[config.mk]
export PLATFORM = sky130hd
export DESIGN_NAME = hazard_ctrl
export DESIGN_NICKNAME = d
export VERILOG_FILES = /design/src/rtl/hazard_ctrl_pkg.sv /design/src/rtl/hazard_ctrl_fwd_sel.sv /design/src/rtl/hazard_ctrl.sv
export SDC_FILE = /design/constraint.sdc
export NUM_CORES = 1
export LEC_CHECK = 0
export CAP_MARGIN = 20
export CORE_ASPECT_RATIO = 0.7
export CORE_MARGIN = 2
export CORE_UTILIZATION = 44
export CTS_BUF_LIST = sky130_fd_sc_hd__clkbuf_16
export DETAILED_ROUTE_END_ITERATION = 8
export MAX_ROUTING_LAYER = met4
export PLACE_DENSITY = 0.85
export SETUP_SLACK_MARGIN = 0.02
export SYNTH_ARGS = -nofsm -noshare
export SYNTH_HDL_FRONTEND = slang
export SYNTH_SLANG_ARGS = --single-unit
[constraint.sdc]
create_clock -name clk -period 2.47 [get_ports clk]
set_input_delay 0.494 -clock clk [delete_from_list [all_inputs] [get_ports clk]]
set_output_delay 0.494 -clock clk [all_outputs]
set_load 0.01 [all_outputs]
[src/rtl/hazard_ctrl_pkg.sv]
// Shared types and constants for the pipeline hazard controller.
// No logic here, so no latency and no backpressure.
package hazard_ctrl_pkg;

    typedef enum logic {
        IDLE   = 1'b0,
        LSTALL = 1'b1
    } hazState_t;

    // Operand-mux select encodings seen by the Execute stage.
    localparam logic [1:0] FWD_RF  = 2'b00;
    localparam logic [1:0] FWD_WB  = 2'b01;
    localparam logic [1:0] FWD_MEM = 2'b10;

    // LOAD_LAT is at most 4, so the remaining-stall count never exceeds 3.
    localparam int STALL_CW = 2;

endpackage

[src/rtl/hazard_ctrl_fwd_sel.sv]
// Operand forwarding select for one Execute source register.
// Pure combinational, zero latency; no backpressure.
module fwd_sel
    import hazard_ctrl_pkg::*;
#(
    parameter int REG_AW = 5
) (
    input  logic [REG_AW-1:0] rsE,
    input  logic [REG_AW-1:0] rdM,
    input  logic              regWriteM,
    input  logic [REG_AW-1:0] rdW,
    input  logic              regWriteW,
    output logic [1:0]        fwdSel
);

    logic hitM;
    logic hitW;

    // x0 is hardwired zero, so a write to it must never be forwarded.
    assign hitM = regWriteM && (rdM != '0) && (rdM == rsE);
    assign hitW = regWriteW && (rdW != '0) && (rdW == rsE);

    // Memory stage holds the youngest result and wins over Writeback.
    always_comb begin
        fwdSel = FWD_RF;
        if (hitM) begin
            fwdSel = FWD_MEM;
        end else if (hitW) begin
            fwdSel = FWD_WB;
        end
    end

endmodule

[src/rtl/hazard_ctrl.sv]
// Pipeline hazard control: forwarding, load-use stall FSM, branch flush, perf counters.
// Controls are combinational in the same cycle; mem_busy freezes every stage and the FSM.
module hazard_ctrl
    import hazard_ctrl_pkg::*;
#(
    parameter int REG_AW   = 5,
    parameter int LOAD_LAT = 1,
    parameter int CNT_W    = 32
) (
    input  logic              clk,
    input  logic              rst,
    input  logic [REG_AW-1:0] rs1_d,
    input  logic [REG_AW-1:0] rs2_d,
    input  logic [REG_AW-1:0] rs1_e,
    input  logic [REG_AW-1:0] rs2_e,
    input  logic [REG_AW-1:0] rd_e,
    input  logic              load_e,
    input  logic [REG_AW-1:0] rd_m,
    input  logic              reg_write_m,
    input  logic [REG_AW-1:0] rd_w,
    input  logic              reg_write_w,
    input  logic              pc_src_e,
    input  logic              mem_busy,
    input  logic              cnt_clr,
    output logic [1:0]        forward_ae,
    output logic [1:0]        forward_be,
    output logic              stall_f,
    output logic              stall_d,
    output logic              stall_e,
    output logic              stall_m,
    output logic              flush_d,
    output logic              flush_e,
    output logic [CNT_W-1:0]  stall_cycles,
    output logic [CNT_W-1:0]  flush_count
);

    localparam logic [STALL_CW-1:0] STALL_ONE  = STALL_CW'(1);
    localparam logic [STALL_CW-1:0] STALL_INIT = STALL_CW'(LOAD_LAT - 1);
    localparam logic [CNT_W-1:0]    CNT_ONE    = CNT_W'(1);

    hazState_t           state;
    hazState_t           stateNxt;
    logic [STALL_CW-1:0] stallCnt;
    logic [STALL_CW-1:0] stallCntNxt;

    logic       loadUse;
    logic       branchFlush;
    logic       stallF, stallD, stallE, stallM;
    logic       flushD, flushE;
    logic [1:0] fwdA, fwdB;

    logic [CNT_W-1:0] stallCycles;
    logic [CNT_W-1:0] flushCount;

    fwd_sel #(.REG_AW(REG_AW)) u_fwdA (
        .rsE       (rs1_e),
        .rdM       (rd_m),
        .regWriteM (reg_write_m),
        .rdW       (rd_w),
        .regWriteW (reg_write_w),
        .fwdSel    (fwdA)
    );

    fwd_sel #(.REG_AW(REG_AW)) u_fwdB (
        .rsE       (rs2_e),
        .rdM       (rd_m),
        .regWriteM (reg_write_m),
        .rdW       (rd_w),
        .regWriteW (reg_write_w),
        .fwdSel    (fwdB)
    );

    assign loadUse     = load_e && (rd_e != '0) && ((rd_e == rs1_d) || (rd_e == rs2_d));
    // A branch seen under mem_busy waits until memory is ready; pc_src_e is held until then.
    assign branchFlush = pc_src_e && !mem_busy;

    always_ff @(posedge clk or negedge rst) begin
        if (!rst) begin
            state    <= IDLE;
            stallCnt <= '0;
        end else begin
            state    <= stateNxt;
            stallCnt <= stallCntNxt;
        end
    end

    always_comb begin
        stateNxt    = state;
        stallCntNxt = stallCnt;
        stallF      = 1'b0;
        stallD      = 1'b0;
        stallE      = 1'b0;
        stallM      = 1'b0;
        flushD      = 1'b0;
        flushE      = 1'b0;

        if (mem_busy) begin
            stallF = 1'b1;
            stallD = 1'b1;
            stallE = 1'b1;
            stallM = 1'b1;
        end else if (pc_src_e) begin
            // The stalled consumer sits on the wrong path; drop the stall entirely.
            flushD      = 1'b1;
            flushE      = 1'b1;
            stateNxt    = IDLE;
            stallCntNxt = '0;
        end else begin
            case (state)
                IDLE: begin
                    if (loadUse) begin
                        stallF = 1'b1;
                        stallD = 1'b1;
                        flushE = 1'b1;
                        if (LOAD_LAT > 1) begin
                            stateNxt    = LSTALL;
                            stallCntNxt = STALL_INIT;
                        end
                    end
                end
                LSTALL: begin
                    stallF      = 1'b1;
                    stallD      = 1'b1;
                    flushE      = 1'b1;
                    stallCntNxt = stallCnt - STALL_ONE;
                    if (stallCnt <= STALL_ONE) begin
                        stateNxt    = IDLE;
                        stallCntNxt = '0;
                    end
                end
                default: begin
                    stateNxt    = IDLE;
                    stallCntNxt = '0;
                end
            endcase
        end
    end

    always_ff @(posedge clk or negedge rst) begin
        if (!rst) begin
            stallCycles <= '0;
            flushCount  <= '0;
        end else if (cnt_clr) begin
            stallCycles <= '0;
            flushCount  <= '0;
        end else begin
            if (stallF && (stallCycles != '1)) begin
                stallCycles <= stallCycles + CNT_ONE;
            end
            if (branchFlush && (flushCount != '1)) begin
                flushCount <= flushCount + CNT_ONE;
            end
        end
    end

    // Outputs are forced quiet while reset is held, independent of the clock.
    assign forward_ae   = rst ? fwdA : FWD_RF;
    assign forward_be   = rst ? fwdB : FWD_RF;
    assign stall_f      = rst && stallF;
    assign stall_d      = rst && stallD;
    assign stall_e      = rst && stallE;
    assign stall_m      = rst && stallM;
    assign flush_d      = rst && flushD;
    assign flush_e      = rst && flushE;
    assign stall_cycles = stallCycles;
    assign flush_count  = flushCount;

endmodule

-- Yosys cells after proc, flatten, opt, wreduce, memory -nomap -nowiden
Cells that the tools add are included.
- bits in registers: 67
- input bits: 43
- output and inout bits: 74
- word-level logic and storage cells: 67
- add/sub/neg operators: 3
- $lt $le $gt $ge: 1
- equal/unequal tests: 8
- mux-type cells: 25
- bitwise operators: 2
- reduce and logical (&&, ||, !) cells: 24
- operators by type and width (operator ; number):
    two-way mux 32 bit ; 4
    adder 32 x 1 -> 32 bit, second input constant ; 2
    inequality test 32 bit, second input constant ; 2
    == test 5 bit ; 6
    logical AND 1 bit ; 15
    nonzero test 5 bit ; 3
    two-way mux 2 bit ; 7
    two-way mux 1 bit ; 13
    nonzero test 2 bit ; 3
    less-or-equal comparator 2 x 1 -> 1 bit, second input constant ; 1
    inverter 1 bit ; 2
    case mux 1 bit (2 select lines) ; 1
    AND reduction 2 bit ; 1
    subtractor 2 x 1 -> 2 bit, second input constant ; 1
    logical NOT 1 bit ; 1
    logical OR 1 bit ; 1

-- Longest topological paths before layout
- depth in word-level cells: 10
- gate-level depth with buffers: 9
- gate-level depth less buffers: 7

-- Hierarchy
From an unflattened synthesis, not the netlist that was laid out.
- cell total of the unflattened synthesis: 463
- area total of the unflattened synthesis: 4172.8 um2
- modules (own cells, without submodules) (module ; instances ; cells each ; area each (um2) ; seq. area each (um2)):
    hazard_ctrl ; 1 ; 421 ; 3854.9 ; 1676.6
    fwd_sel ; 2 ; 21 ; 158.9 ; 0.0

-- Least setup slack after synthesis
OpenSTA, ideal clock, no wires.
- path type: in2out
- start point: input port rd_e[1]
- end point: output port stall_f
- arrival: 1.959 ns
- required time: 1.976 ns
- path slack: 0.017 ns
- cell stages on the path: 8
- buffers on the path: 3
- path through: or4_1 > o21ai_1 > o21ai_1 > o21ai_1 > buf_2 > buf_2 > nor2b_1 > buf_4
- longest elaborated chain between the ends: 8
- elaborated cells on any way between the ends: 11
- classes of those cells: eq/ne: 2; mux: 4; reduce/logical: 5
- ends and longest elaborated chain (item ; RTL line ; RTL):
    start: declaration ; hazard_ctrl.sv:16 ; input logic [REG_AW-1:0] rd_e,
    == test 5 bit or nonzero test 5 bit (tied branches) ; hazard_ctrl.sv:73 ; assign loadUse = load_e && (rd_e != '0) && ((rd_e == rs1_d) || (rd_e == rs2_d));
    logical OR 1 bit or logical AND 1 bit (tied branches) ; hazard_ctrl.sv:73 ;
    logical AND 1 bit * ; hazard_ctrl.sv:73 ;
    two-way mux 1 bit * ; -- ;
    case mux 1 bit (2 select lines) * ; -- ;
    two-way mux 1 bit * (2 in series) ; -- ;
    logical AND 1 bit * ; -- ;
    end: declaration ; hazard_ctrl.sv:27 ; output logic stall_f,
Every way passes the cells marked *; elsewhere a longest branch is shown, timed or not.

-- Worst setup path in the final report
- start point: input port mem_busy
- end point: output port stall_e
- longest elaborated chain between the ends: 2
- ends and longest elaborated chain (item ; RTL line ; RTL):
    start: declaration ; hazard_ctrl.sv:23 ; input logic mem_busy,
    two-way mux 1 bit ; hazard_ctrl.sv:97 ; if (mem_busy) begin
    logical AND 1 bit ; hazard_ctrl.sv:161 ; assign stall_e = rst && stallE;
    end: declaration ; hazard_ctrl.sv:29 ; output logic stall_e,
No other way between the ends.

==> results.ini <==
[synthesis]
synthArstFlopShare_pct=100
synth_cell_types=50
synth_top_area_cell=dfrtp_1
synth_area_leaders=dfrtp_1 (41%), xor2_1 (9.0%), or4_1 (5.3%), nand3_1 (4.4%), nor2_1 (4.1%)
synthFlopType=dfrtp_1
ys_seq_area_share_pct=40.8
synth_edf_count=0
ys_warn_count=0
synth_nets=496
syn_area_per_cell_um2=9.11
synth_top_area_share_pct=40.8
syn_inst=451
netlist_area_um2=4110
ys_seq_elements=67

[clock_tree]
cts_tree=yes
clk_latency_ps=310
cts-root-buf=clkbuf_16
hold_buffers=0
h-tree-depth=3
clock_sinks=67
clockBufferDepth=2
path_clk_slew_ps=50
numCtsBuffers=9

[floorplanning]
num_rows=29
core_area_um2=9070
die_h_um=84.9
initial_utilization_pct=45.3
die-area_um2=10100
io_pins=117
dieWidth_um=120

[power]
switchingPower_mw=0.601
power_frac_comb_pct=12.3
pwr-share-seq_pct=42.5
vdd_drop_max_mv=0.398
p_clk_share_pct=45.3
switching_share_pct=23.0
p_leak_nw=2.52
powerDensity_nw_per_um2=430
internal_power_mw=2.01

[drt]
wire_per_inst_um=16.8
drc=0
vias_per_cell=5.69
vias=4179
dr.pass1.iters=5
drt_wl_total_mm=12.3
detail-route-antenna-nets=0
drt_iter0_drc=355

[sta]
fin_crit_ps=2410
clock_skew_ps=4.99
rsz0062_at_grt=no
fin_crit_sh_pct=97.4
slew_violations=0
hold_violations=0
worstMarginPinSlew_ps=639
worst_hold_slack_ps=224
slew-limit-headroom_pct=57.4
tns_ps=0
setup_viol=0
fmax_ghz=0.416

[worst_setup_path]
arrival_ps=1910
max_stage_delay_ps=550
end_kind=primary output
worst_setup_path_start_kind=primary input
cp.required_ps=1980
critPathBufInv=3
crit_chain=clkdlybuf4s50_1, buf_4, and2_1, clkdlybuf4s50_1
worstPathMaxFanout=8
critPathMostFrequentCell=clkdlybuf4s50_1
path_class=in -> out
path_delay_family=buffers and inverters
slowest_stage=clkdlybuf4s50_1

[layout]
final_nets=652
drive_above_1_share_pct=18.0
final_cell_mix=clkdlybuf4s50_1 (77), dfrtp_1 (67), buf_4 (46)
area_delta_synth_final_pct=48.1
layout_commonest_cell=clkdlybuf4s50_1
antenna_cells=0
layout.cells.non_filler=735
finish.instance_area_um2=6080
utilization_pct=67.1

[outcome]
status=completed

[worst_hold_path]
worstHoldPathType=in -> async

[grt]
antenna_found_initial=1
grt_max_degree=57
grt_pass1_wl_mm=19.6
grt-ovfl-total=0
track_usage_pct=24.5
grt_pass1_vias=4005

[placement]
portBuffers=116
dp_cells=717
hpwl_mm=8.72
gp_congestion=0.937
post_dp_cell_area_um2=5680

[run]
maxCapViolCount=0

[per-stage QoR]
step | power [mW] | setup slack (ps)
final | 2.61 | 64.9
after global placement | 1.42 | -607
after detailed placement | 1.43 | -718
after global routing | 2.72 | 13.1
after floorplan | 1.24 | 44.8
after CTS | 2.63 | 20.0
[cell usage after synthesis, types with 5 or more instances]
library cell  instances
mux2_1                5
xnor2_1              18
or3_1                 5
clkbuf_1             10
dfrtp_1              67
a21oi_1              29
and2_1                8
nand3_1              36
nor2_1               45
nor4_1                7
nor2b_1               6
o31ai_1              22
inv_1                 5
or4_1                29
nor3_1                6
and3_1               12
buf_2                 7
xor2_1               42
nand2_1              25
nand4_1              19
[kinds of logic after synthesis]
family                     after synthesis  synth area share [%]
and+or+nand+nor                        216                  29.4
AOI/OAI and AO/OA                       73                  11.5
DFF                                     67                  40.8
xor gates and xnor gates                60                  12.8
buffers and inverters                   28                  3.59
muxes                                    5                  1.37
adders and majority gates                2                 0.609
[path summary, 6_finish.rpt]
check,slack [ps],from,cells after the start,endpoint
hold reg to reg,550,stallCnt[1],1,stallCnt[1]
hold / removal,220,rst,2,flush_count[5]
setup / recovery,60,mem_busy,4,stall_e
setup reg to reg,150,flush_count[27],7,flush_count[13]
max in group asynchronous,1320,rst,3,flush_count[10]
min in group clk,550,stallCnt[1],1,stallCnt[1]
[cell type report]
cell class	instances	area, um^2
clock buffer	9	225
timing repair buffer	168	1520
clock inverter	6	50.0
inverter	5	18.8
multi-input combinational	356	2440
tap	124	155
sequential	67	1680
fill	710	2990
[what timing repair did]
item,4_1_cts,5_1_grt
endpoints found under the hold margin,0,0
pin swaps,14,18
resized for setup,82,29
setup endpoints to repair,14,30
buffers inserted,2,1
[metal layers]
layer	vias up	GRT usage, %	wire length (um)
met5	-	-	0
met4	0	7.06	183
met3	18	3.76	599
met2	155	39.7	6080
met1	2032	32.3	5480
li1	1974	-	-
[sequential cells by signal, summed over array words and instances, names as in the netlist]
signal	flops
flush_count	32
stallCnt	2
stall_cycles	32
state	1
[power by group through the flow]
stage | logic (mW) | registers [mW] | clock network (mW)
after CTS | 0.313 | 1.11 | 1.21
after detailed placement | 0.303 | 1.13 | 0
after global placement | 0.296 | 1.13 | 0
after global routing | 0.345 | 1.11 | 1.26
after floorplan | 0.113 | 1.13 | 0
final | 0.321 | 1.11 | 1.18
No activity file was read; power rests on OpenSTA's default activity.
